**config.mk**
```make
export PLATFORM = sky130hd
export DESIGN_NAME = id_issue_stage
export DESIGN_NICKNAME = d
export VERILOG_FILES = /design/src/rtl/id_issue_stage_pkg.sv /design/src/rtl/id_scoreboard.sv /design/src/rtl/id_issue_stage.sv
export SDC_FILE = /design/constraint.sdc
export NUM_CORES = 1
export LEC_CHECK = 0
export CAP_MARGIN = 0
export CORE_MARGIN = 2
export CORE_UTILIZATION = 43
export CTS_CLUSTER_SIZE = 8
export DETAILED_ROUTE_END_ITERATION = 10
export PLACE_DENSITY_LB_ADDON = 0.05
export SYNTH_ARGS = -nofsm -noshare
export SYNTH_HDL_FRONTEND = slang
export SYNTH_HIERARCHICAL = 1
export SYNTH_SLANG_ARGS = --single-unit
```
**constraint.sdc**
```tcl
create_clock -name clk -period 3 [get_ports clk]
set_input_delay 0.6 -clock clk [delete_from_list [all_inputs] [get_ports clk]]
set_output_delay 0.6 -clock clk [all_outputs]
set_load 0.02 [all_outputs]
```
**src/rtl/id_issue_stage_pkg.sv**
```systemverilog
// Shared decode definitions for the decode/issue stage: ALU op codes,
// instruction field positions and the field decode helper.
package id_issue_stage_pkg;

    localparam int RIDX_W = 4;

    localparam int OP_MSB  = 31;
    localparam int OP_LSB  = 27;
    localparam int I_BIT   = 26;
    localparam int RD_MSB  = 25;
    localparam int RD_LSB  = 22;
    localparam int RS1_MSB = 21;
    localparam int RS1_LSB = 18;
    localparam int RS2_MSB = 17;
    localparam int RS2_LSB = 14;
    localparam int IMM_MSB = 15;

    localparam logic [4:0] ALUOP_ADD  = 5'd0;
    localparam logic [4:0] ALUOP_SUB  = 5'd1;
    localparam logic [4:0] ALUOP_MUL  = 5'd2;
    localparam logic [4:0] ALUOP_DIV  = 5'd3;
    localparam logic [4:0] ALUOP_AND  = 5'd4;
    localparam logic [4:0] ALUOP_OR   = 5'd5;
    localparam logic [4:0] ALUOP_NOT  = 5'd6;
    localparam logic [4:0] ALUOP_XOR  = 5'd7;
    localparam logic [4:0] ALUOP_SHL  = 5'd8;
    localparam logic [4:0] ALUOP_SHR  = 5'd9;
    localparam logic [4:0] ALUOP_ASR  = 5'd10;
    localparam logic [4:0] ALUOP_MOV  = 5'd11;
    localparam logic [4:0] ALUOP_MOVL = 5'd12;
    localparam logic [4:0] ALUOP_MOVH = 5'd13;
    localparam logic [4:0] OP_NOP     = 5'd31;

    typedef struct packed {
        logic [4:0]        op;
        logic              imm;
        logic [RIDX_W-1:0] rd;
        logic [RIDX_W-1:0] rs1;
        logic [RIDX_W-1:0] rs2;
        logic [15:0]       imm16;
        logic              is_alu;
        logic              use1;
        logic              use2;
        logic              we;
    } dec_t;

    function automatic dec_t decode(input logic [31:0] inst);
        dec_t d;
        d.op     = inst[OP_MSB:OP_LSB];
        d.imm    = inst[I_BIT];
        d.rd     = inst[RD_MSB:RD_LSB];
        d.rs1    = inst[RS1_MSB:RS1_LSB];
        d.rs2    = inst[RS2_MSB:RS2_LSB];
        d.imm16  = inst[IMM_MSB:0];
        d.is_alu = (d.op <= ALUOP_MOVH);
        // MOV with an immediate takes its value from imm16, not rs1
        d.use1   = d.is_alu && !(d.op == ALUOP_NOT || d.op == ALUOP_MOVL ||
                                 d.op == ALUOP_MOVH || (d.op == ALUOP_MOV && d.imm));
        d.use2   = d.is_alu && !d.imm &&
                   !(d.op == ALUOP_MOV || d.op == ALUOP_MOVL || d.op == ALUOP_MOVH);
        d.we     = d.is_alu && (d.rd != '0);
        return d;
    endfunction

endpackage

```
**src/rtl/id_scoreboard.sv**
```systemverilog
// Pending-write scoreboard: one busy bit per register, set on issue,
// cleared on writeback (set wins), wiped by flush. Register 0 never busy.
module id_scoreboard
    import id_issue_stage_pkg::*;
#(
    parameter int NREGS = 16
) (
    input  logic              clk,
    input  logic              rst_n,
    input  logic              flush,
    input  logic              set_en,
    input  logic [RIDX_W-1:0] set_idx,
    input  logic              clr_en,
    input  logic [RIDX_W-1:0] clr_idx,
    input  logic [RIDX_W-1:0] q1_idx,
    input  logic [RIDX_W-1:0] q2_idx,
    output logic              q1_busy,
    output logic              q2_busy
);

    logic [NREGS-1:0] busy;
    logic [NREGS-1:0] busy_nxt;

    always_comb begin
        busy_nxt = busy;
        if (clr_en)
            busy_nxt[clr_idx] = 1'b0;
        if (set_en)
            busy_nxt[set_idx] = 1'b1;
        busy_nxt[0] = 1'b0;
    end

    always_ff @(posedge clk or negedge rst_n) begin
        if (!rst_n)
            busy <= '0;
        else if (flush)
            busy <= '0;
        else
            busy <= busy_nxt;
    end

    assign q1_busy = busy[q1_idx];
    assign q2_busy = busy[q2_idx];

endmodule

```
**src/rtl/id_issue_stage.sv**
```systemverilog
// Decode/issue stage feeding the ALU: decode, operand select, RAW stall via
// scoreboard, one registered output slot. ID_PERF_EN adds perf counters.
module id_issue_stage
    import id_issue_stage_pkg::*;
#(
    parameter int NREGS = 16,
    parameter int XLEN  = 32
) (
    input  logic              clk,
    input  logic              rst_n,
    input  logic              in_valid,
    output logic              in_ready,
    input  logic [31:0]       in_inst,
    input  logic              flush,
    output logic [RIDX_W-1:0] rf_raddr1,
    output logic [RIDX_W-1:0] rf_raddr2,
    input  logic [XLEN-1:0]   rf_rdata1,
    input  logic [XLEN-1:0]   rf_rdata2,
    input  logic              wb_en,
    input  logic [RIDX_W-1:0] wb_rd,
    output logic              out_valid,
    input  logic              out_ready,
    output logic [XLEN-1:0]   out_val1,
    output logic [XLEN-1:0]   out_val2,
    output logic [4:0]        out_aluop,
    output logic              out_is_alu_op,
    output logic [RIDX_W-1:0] out_rd,
`ifdef ID_PERF_EN
    output logic [31:0]       perf_issued,
    output logic [31:0]       perf_stalls,
`endif
    output logic              out_we
);

    dec_t            dec;
    logic [XLEN-1:0] src1, src2, imm_sx, imm_zx, imm_hi;
    logic [XLEN-1:0] val1, val2;
    logic            busy1, busy2, hazard, accept;

    assign dec       = decode(in_inst);
    assign rf_raddr1 = dec.rs1;
    assign rf_raddr2 = dec.rs2;

    assign src1   = (dec.rs1 == '0) ? '0 : rf_rdata1;
    assign src2   = (dec.rs2 == '0) ? '0 : rf_rdata2;
    assign imm_sx = {{(XLEN-16){dec.imm16[15]}}, dec.imm16};
    assign imm_zx = {{(XLEN-16){1'b0}}, dec.imm16};
    assign imm_hi = {dec.imm16, {(XLEN-16){1'b0}}};

    always_comb begin
        val1 = src1;
        if (dec.op == ALUOP_MOV && dec.imm)
            val1 = imm_sx;
        val2 = src2;
        if (dec.imm) begin
            if (dec.op == ALUOP_MOVL)
                val2 = imm_zx;
            else if (dec.op == ALUOP_MOVH)
                val2 = imm_hi;
            else
                val2 = imm_sx;
        end
    end

    id_scoreboard #(.NREGS(NREGS)) u_sb (
        .clk     (clk),
        .rst_n   (rst_n),
        .flush   (flush),
        .set_en  (accept && dec.we),
        .set_idx (dec.rd),
        .clr_en  (wb_en),
        .clr_idx (wb_rd),
        .q1_idx  (dec.rs1),
        .q2_idx  (dec.rs2),
        .q1_busy (busy1),
        .q2_busy (busy2)
    );

    // Writeback clears land in the scoreboard and RF on the same edge,
    // so the hazard check only ever sees registered busy state.
    assign hazard   = (dec.use1 && busy1) || (dec.use2 && busy2);
    assign in_ready = !hazard && (!out_valid || out_ready) && !flush;
    assign accept   = in_valid && in_ready;

    always_ff @(posedge clk or negedge rst_n) begin
        if (!rst_n) begin
            out_valid     <= 1'b0;
            out_val1      <= '0;
            out_val2      <= '0;
            out_aluop     <= '0;
            out_is_alu_op <= 1'b0;
            out_rd        <= '0;
            out_we        <= 1'b0;
        end else if (flush) begin
            out_valid <= 1'b0;
        end else if (accept) begin
            out_valid     <= 1'b1;
            out_val1      <= val1;
            out_val2      <= val2;
            out_aluop     <= dec.op;
            out_is_alu_op <= dec.is_alu;
            out_rd        <= dec.rd;
            out_we        <= dec.we;
        end else if (out_ready) begin
            out_valid <= 1'b0;
        end
    end

`ifdef ID_PERF_EN
    always_ff @(posedge clk or negedge rst_n) begin
        if (!rst_n) begin
            perf_issued <= '0;
            perf_stalls <= '0;
        end else if (flush) begin
            perf_issued <= '0;
            perf_stalls <= '0;
        end else begin
            if (accept)
                perf_issued <= perf_issued + 32'd1;
            if (in_valid && !in_ready)
                perf_stalls <= perf_stalls + 32'd1;
        end
    end
`endif

endmodule
```
Word level (Yosys, flattened, before mapping)
Cells that the tools add are included.
{"block": "word_totals", "ff_bits": 92, "out_inout_bits": 85, "input_bits": 106, "elab_cells": 74}
{"block": "op_classes", "mux": 20, "n_reduce_logical": 31, "bitwise": 4, "n_lt_le_gt_ge": 7, "n_eq_ne": 4}
{"operator": "two-way mux 32 bit", "n": 5}
{"operator": "two-way mux 16 bit", "n": 3}
{"operator": "two-way mux 31 bit", "n": 1}
{"operator": "< comparator 4 x 5 -> 1 bit, second input constant", "n": 4}
{"operator": "AND 16 bit", "n": 1}
{"operator": "NOT 16 bit", "n": 1}
{"operator": "bitwise OR 16 bit", "n": 1}
{"operator": "== test 5 x 4 -> 1 bit, second input constant", "n": 3}
{"operator": "logical AND 1 bit", "n": 13}
{"operator": "binary-select mux 1 bit (select 4 bit)", "n": 2}
{"operator": "demux 1 bit (select 4 bit)", "n": 2}
{"operator": ">= comparator 4 x 1 -> 1 bit, second input constant", "n": 2}
{"operator": "zero test 4 bit", "n": 2}
{"operator": "logical OR 1 bit", "n": 7}
{"operator": "two-way mux 1 bit", "n": 7}
{"operator": "zero test 1 bit", "n": 6}
{"operator": "== test 5 x 3 -> 1 bit, second input constant", "n": 1}
{"operator": "<= comparator 5 x 4 -> 1 bit, second input constant", "n": 1}
{"operator": "nonzero test 4 bit", "n": 1}
{"operator": "nonzero test 3 bit", "n": 1}
{"operator": "AND reduction 2 bit", "n": 1}
{"operator": "NOT 1 bit", "n": 1}

Depth between registers and ports, before layout
{"block": "logic_depth", "depth_word": 15, "ltp_mapped": 12, "depth_no_buf": 10}

Hierarchy
Netlist, hierarchy kept.
{"module": "id_issue_stage", "cells_each": 287, "seq_area_each_um2": 1901.8, "area_per_inst_um2": 3530.9, "instances": 1}
{"module": "id_scoreboard", "cells_each": 111, "seq_area_each_um2": 375.4, "area_per_inst_um2": 1022.2, "instances": 1}

Worst setup path after synthesis
No wires, ideal clock.
{"block": "synth_path", "path_type": "input port to flip-flop", "startpoint": "input port in_inst[16]", "endpoint": "register u_sb.busy[6]", "required_time_ns": 2.922, "cell_stages": 11, "setup_slack_ns": 0.209, "arrival_ns": 2.713, "path_buffers": 2, "setup_time_ns": 0.078, "path_cell_list": "buf_2 -> mux2_2 -> a31oi_1 -> a31oi_1 -> a22o_1 -> a21oi_1 -> buf_2 -> nor2b_1 -> and3b_1 -> nand3b_1 -> a21oi_1"}
{"block": "synth_between", "elab_chain_len": 11}
{"item": "start, declared", "line_no": "id_issue_stage.sv:13", "rtl": "input logic [31:0] in_inst,"}
{"item": "binary-select mux 1 bit (select 4 bit)", "line_no": "id_scoreboard.sv:43", "rtl": "assign q2_busy = busy[q2_idx];"}
{"item": "two-way mux 1 bit (not written as such)", "line_no": "id_scoreboard.sv:43"}
{"item": "via busy2", "line_no": "id_issue_stage.sv:38", "rtl": "logic busy1, busy2, hazard, accept;"}
{"item": "logical AND 1 bit", "line_no": "id_issue_stage.sv:81", "rtl": "assign hazard = (dec.use1 && busy1) || (dec.use2 && busy2);"}
{"item": "logical OR 1 bit", "line_no": "id_issue_stage.sv:81"}
{"item": "zero test 1 bit", "line_no": "id_issue_stage.sv:82", "rtl": "assign in_ready = !hazard && (!out_valid || out_ready) && !flush;"}
{"item": "logical AND 1 bit (2 in a row)", "line_no": "id_issue_stage.sv:82"}
{"item": "logical AND 1 bit", "line_no": "id_issue_stage.sv:83", "rtl": "assign accept = in_valid && in_ready;"}
{"item": "logical AND 1 bit", "line_no": "id_issue_stage.sv:69", "rtl": ".set_en (accept && dec.we),"}
{"item": "two-way mux 16 bit", "line_no": "id_scoreboard.sv:28", "rtl": "if (set_en)"}
{"item": "two-way mux 16 bit", "line_no": "id_scoreboard.sv:36", "rtl": "else if (flush)"}
{"item": "end signal, assigned", "line_no": "id_scoreboard.sv:39", "rtl": "busy <= busy_nxt;"}
{"item": "end, declared", "line_no": "id_scoreboard.sv:21", "rtl": "logic [NREGS-1:0] busy;"}
The timed path passes the listed nets, and every way through them passes these cells. The select of a mux whose other input is x is not followed.
A chain may end at the register's enable or synchronous reset.

Worst setup path after layout
{"block": "layout_path", "startpoint": "input port in_inst[16]", "endpoint": "output port in_ready"}
{"block": "layout_between", "elab_chain_len": 7}
{"item": "binary-select mux 1 bit (select 4 bit)", "line_no": "id_scoreboard.sv:43"}
{"item": "two-way mux 1 bit (not written as such)", "line_no": "id_scoreboard.sv:43"}
{"item": "via busy2", "line_no": "id_issue_stage.sv:38"}
{"item": "logical AND 1 bit", "line_no": "id_issue_stage.sv:81"}
{"item": "logical OR 1 bit", "line_no": "id_issue_stage.sv:81"}
{"item": "zero test 1 bit", "line_no": "id_issue_stage.sv:82"}
{"item": "logical AND 1 bit (2 in a row)", "line_no": "id_issue_stage.sv:82"}
{"item": "end, declared", "line_no": "id_issue_stage.sv:12", "rtl": "output logic in_ready,"}
The timed path passes the listed nets, and every way through them passes these cells. The select of a mux whose other input is x is not followed.

==> flow_summary.html <==
<table>
<tr><th>Metric</th><th>Value</th></tr>
<tr><th colspan="2">Pwr</th></tr>
<tr><td>Worst ir drop on vdd</td><td>0.000295 V</td></tr>
<tr><td>Power per cell area</td><td>535 nW/um^2</td></tr>
<tr><td>Leakage power</td><td>0.00276 uW</td></tr>
<tr><td>Total chip power</td><td>3680 uW</td></tr>
<tr><th colspan="2">Cells and area</th></tr>
<tr><td>Multi-input gate area in the final layout</td><td>2080 um^2</td></tr>
<tr><td>Final standard cell utilization of the core</td><td>0.665</td></tr>
<tr><td>Commonest cells after routing, fill and taps aside</td><td>181 x sky130_fd_sc_hd__clkdlybuf4s50_1, 91 x sky130_fd_sc_hd__dfrtp_1, 44 x sky130_fd_sc_hd__a2bb2oi_1</td></tr>
<tr><td>Layout area overhead</td><td>50.9%</td></tr>
<tr><td>Most common cell after layout, fill and taps aside</td><td>sky130_fd_sc_hd__clkdlybuf4s50_1</td></tr>
<tr><td>Count of nets after finishing</td><td>695</td></tr>
<tr><td>Layout cell share with drive strength beyond 1</td><td>0.132</td></tr>
<tr><td>Filler Cell Count</td><td>848</td></tr>
<tr><td>Count of inserted antenna diode cells</td><td>0</td></tr>
<tr><td>Sequential cell area</td><td>2280 um^2</td></tr>
<tr><th colspan="2">Clock network</th></tr>
<tr><td>Largest buffer count on any clock path</td><td>2</td></tr>
<tr><td>Maximum level of the CTS H-tree</td><td>3</td></tr>
<tr><td>Clock tree from TritonCTS</td><td>built</td></tr>
<tr><td>Worst-Skew Late Latency</td><td>0.35 ns</td></tr>
<tr><td>Number of buffers added to fix hold violations after cts</td><td>0</td></tr>
<tr><td>Clk root buf</td><td>sky130_fd_sc_hd__clkbuf_8</td></tr>
<tr><td>Worst-path clk slew</td><td>0.08 ns</td></tr>
<tr><td>Number of buffers created by CTS</td><td>9</td></tr>
<tr><td>Clock Sink Count</td><td>91</td></tr>
<tr><th colspan="2">Place</th></tr>
<tr><td>Worst setup slack after placement</td><td>-0.792 ns</td></tr>
<tr><td>Number of buffers inserted by port buffering</td><td>190</td></tr>
<tr><td>Routability congestion estimate from global placement</td><td>0.895</td></tr>
<tr><td>Placed wire-length estimate</td><td>10600 um</td></tr>
<tr><th colspan="2">Synth</th></tr>
<tr><td>Synth Area in Adders</td><td>0</td></tr>
<tr><td>Xor-xnor portion of the synthesized cell area</td><td>0</td></tr>
<tr><td>Fraction of registers with async set or reset after synthesis</td><td>1.00</td></tr>
<tr><td>Count of state elements after synthesis</td><td>91</td></tr>
<tr><td>Multiplexer fraction of the synthesized cell area</td><td>0.0671</td></tr>
<tr><td>Area fraction in and, or, nand and nor cells after synthesis</td><td>0.108</td></tr>
<tr><td>Fraction of the mapped netlist area in compound gates</td><td>0.270</td></tr>
<tr><td>Post-Syn Instances</td><td>398</td></tr>
<tr><td>Synth Net Count</td><td>504</td></tr>
<tr><td>Cell area after technology mapping</td><td>4550 um^2</td></tr>
<tr><td>Distinct cell type count after synthesis</td><td>42</td></tr>
<tr><td>Yosys warnings</td><td>6</td></tr>
<tr><td>Largest family of logic cells by synthesized area</td><td>compound AO/OA/AOI/OAI gates</td></tr>
<tr><td>Avg Synthesized Cell Area</td><td>11.4 um^2</td></tr>
<tr><td>Post-synthesis sequential area ratio</td><td>0.500</td></tr>
<tr><td>Number of enable flip-flop cells after synthesis</td><td>0</td></tr>
<tr><td>Primary FF master, synth</td><td>sky130_fd_sc_hd__dfrtp_1</td></tr>
<tr><th colspan="2">Route</th></tr>
<tr><td>Vias per Instance</td><td>5.68</td></tr>
<tr><td>Detail Route Antenna Nets</td><td>0</td></tr>
<tr><td>Iteration count of the initial detailed-routing pass</td><td>5</td></tr>
<tr><td>Routed wire length per instance</td><td>19.4 um</td></tr>
<tr><td>DR iter-0 viols</td><td>261</td></tr>
<tr><td>Sum of routed wire length over all layers</td><td>14200 um</td></tr>
<tr><td>Residual DRC count</td><td>0</td></tr>
<tr><td>Routed vias</td><td>4142</td></tr>
<tr><th colspan="2">Floorplanning</th></tr>
<tr><td>Chip Height</td><td>107 um</td></tr>
<tr><td>Row count</td><td>37</td></tr>
<tr><td>Total Die Area</td><td>11400 um^2</td></tr>
<tr><td>I/O pin count</td><td>191</td></tr>
<tr><td>Core area</td><td>10300 um^2</td></tr>
<tr><td>Die width</td><td>107 um</td></tr>
<tr><td>Initial Utilization</td><td>0.441</td></tr>
<tr><th colspan="2">Worst setup path</th></tr>
<tr><td>Register-to-register setup slack</td><td>0.39 ns</td></tr>
<tr><td>Worst setup path class</td><td>in2out</td></tr>
<tr><td>Worst EP required</td><td>2.40 ns</td></tr>
<tr><td>R2R Path Start</td><td>u_sb/busy[7]</td></tr>
<tr><td>Critical path data arrival time</td><td>2.28 ns</td></tr>
<tr><td>Endpoint class of the critical path</td><td>output pin</td></tr>
<tr><td>Maximum fanout along the worst path</td><td>5</td></tr>
<tr><td>Kind of launch point of the worst setup path</td><td>primary input</td></tr>
<tr><td>Number of cells on the worst reg-to-reg path</td><td>10</td></tr>
<tr><td>Terminus of the critical flop-to-flop path</td><td>u_sb/busy[6]</td></tr>
<tr><th colspan="2">Timing</th></tr>
<tr><td>Fmax</td><td>348 MHz</td></tr>
<tr><td>Slew Limit Fails</td><td>0</td></tr>
<tr><td>Shortest clock period the worst path allows after layout</td><td>2.88 ns</td></tr>
<tr><td>Worst slew margin relative to its limit</td><td>0.252</td></tr>
<tr><td>Setup clock skew after layout</td><td>0.0107 ns</td></tr>
<tr><td>Least-Margin Pin Slew</td><td>1.12 ns</td></tr>
<tr><td>Worst Setup Slack, final</td><td>0.123 ns</td></tr>
<tr><td>Count of final hold-check violations</td><td>0</td></tr>
<tr><td>Summed negative setup slack over all endpoints</td><td>0 ns</td></tr>
<tr><td>Setup-failing EPs final</td><td>0</td></tr>
<tr><td>Post-route clock period utilization</td><td>0.959</td></tr>
<tr><td>Setup repair after global routing missed its margin</td><td>no</td></tr>
<tr><th colspan="2">Global route</th></tr>
<tr><td>First-pass GRT wire length</td><td>22100 um</td></tr>
<tr><td>Leftover overflow at the end of global routing</td><td>0</td></tr>
<tr><td>Number of antenna violations at the first check in global routing</td><td>0</td></tr>
<tr><td>GR Util All Layers</td><td>0.250</td></tr>
<tr><td>Largest net degree at the start of global routing</td><td>48</td></tr>
<tr><td>Via count of the first global-routing pass</td><td>4161</td></tr>
<tr><th colspan="2">Job</th></tr>
<tr><td>Max-cap violations</td><td>0</td></tr>
<tr><th colspan="2">Hold path</th></tr>
<tr><td>Hold/Removal Path Class</td><td>in2async</td></tr>
<tr><th colspan="2">Run status</th></tr>
<tr><td>Status</td><td>completed</td></tr>
</table>
-- cell usage after synthesis (3+ instances only) --
cell type,n,area [um^2]
sky130_fd_sc_hd__a31oi_1,5,31.3
sky130_fd_sc_hd__nor2b_1,3,18.8
sky130_fd_sc_hd__nand3_1,6,30.0
sky130_fd_sc_hd__o22a_1,19,166
sky130_fd_sc_hd__o22ai_1,3,18.8
sky130_fd_sc_hd__a22o_1,4,35.0
sky130_fd_sc_hd__a22oi_1,15,113
sky130_fd_sc_hd__nand2_1,14,52.6
sky130_fd_sc_hd__dfrtp_1,91,2280
sky130_fd_sc_hd__a21oi_1,20,100
sky130_fd_sc_hd__and4bb_2,3,37.5
sky130_fd_sc_hd__mux2i_1,5,50.1
sky130_fd_sc_hd__buf_2,6,30.0
sky130_fd_sc_hd__a221oi_1,27,236
sky130_fd_sc_hd__o21ai_0,15,75.1
sky130_fd_sc_hd__nand3b_1,6,45.0
sky130_fd_sc_hd__nand2b_1,9,56.3
sky130_fd_sc_hd__clkbuf_1,18,67.6
sky130_fd_sc_hd__inv_1,7,26.3
sky130_fd_sc_hd__and2_1,19,119
sky130_fd_sc_hd__buf_6,3,33.8
sky130_fd_sc_hd__buf_4,12,90.1
sky130_fd_sc_hd__a2bb2oi_1,44,385
sky130_fd_sc_hd__mux2_2,14,158
sky130_fd_sc_hd__and3b_1,4,35.0
sky130_fd_sc_hd__nor2_1,4,15.0
-- report_power, final --
part | internal, uW | switching (uW) | leakage, uW
clock network | 383 | 415 | 0.0000898
logic | 716 | 616 | 0.00161
registers | 1430 | 117 | 0.00107
total | 2530 | 1150 | 0.00276
-- per-layer routing --
layer / global-route usage / routed length, um / up-vias
met5: 0 / 0 / -
met2: 0.385 / 6510 / 162
met1: 0.344 / 6300 / 2029
met3: 0.0760 / 1160 / 16
li1: - / - / 1935
met4: 0.0696 / 208 / 0
-- logic make-up (layout without fill, tap and decap cells) --
family / Yosys count / in the layout
compound gates: 159 / 159
mux: 23 / 23
simple gates: 79 / 79
flops: 91 / 91
buf+inv: 46 / 241
-- critical path, cell delays in order --
cell                            delay (ns)
sky130_fd_sc_hd__dlygate4sd2_1        0.31
sky130_fd_sc_hd__mux2_2               0.36
sky130_fd_sc_hd__a31oi_1              0.20
sky130_fd_sc_hd__a31oi_2              0.12
sky130_fd_sc_hd__a22o_1               0.27
sky130_fd_sc_hd__nand2_1              0.08
sky130_fd_sc_hd__and3b_1              0.16
sky130_fd_sc_hd__buf_2                0.17
-- worst max-delay path by stage --
stage,startpoint,to,slack (ns),cells past startpoint
floorplan,in_inst[16],u_sb/busy[6],0.21,11
global placement,in_inst[21],in_ready,-0.68,9
detailed placement,in_inst[21],in_ready,-0.79,9
CTS,in_inst[17],in_ready,0.003,8
global route,in_inst[16],in_ready,0.01,9
finish,in_inst[16],in_ready,0.12,8
-- layout make-up --
| cell class | instances | area share |
|---|---|---|
| Multi-Input combinational cell | 261 | 0.303 |
| Tap cell | 136 | 0.0248 |
| Sequential cell | 91 | 0.332 |
| Clock inverter | 4 | 0.00747 |
| Timing Repair Buffer | 219 | 0.311 |
| Inverter | 7 | 0.00383 |
| Clock buffer | 11 | 0.0191 |
-- metrics by stage --
stage | cell area (um^2) | hold slack (ns) | std cells
final | 6870 | 0.263 | 729
after global routing | 6870 | 0.295 | 729
after CTS | 6860 | 0.271 | 728
after detailed placement | 6670 | 0.496 | 713
after global placement | 6670 | 0.489 | 713
after floorplan | 4550 | 0.304 | 398
-- sequential cells by signal, indices dropped and copies added (netlist names) --
register / flops
out_is_alu_op: 1
out_val2: 32
out_valid: 1
out_aluop: 5
out_rd: 4
out_val1: 32
u_sb/busy: 15
out_we: 1
-- repair_timing --
item,4_1_cts,5_1_grt
pin swaps,2,2
buffers inserted,0,1
endpoints found under the setup margin,68,2
hold endpoints to repair,0,0
gates resized for setup,14,12
Power figures use the tool's default switching activity.
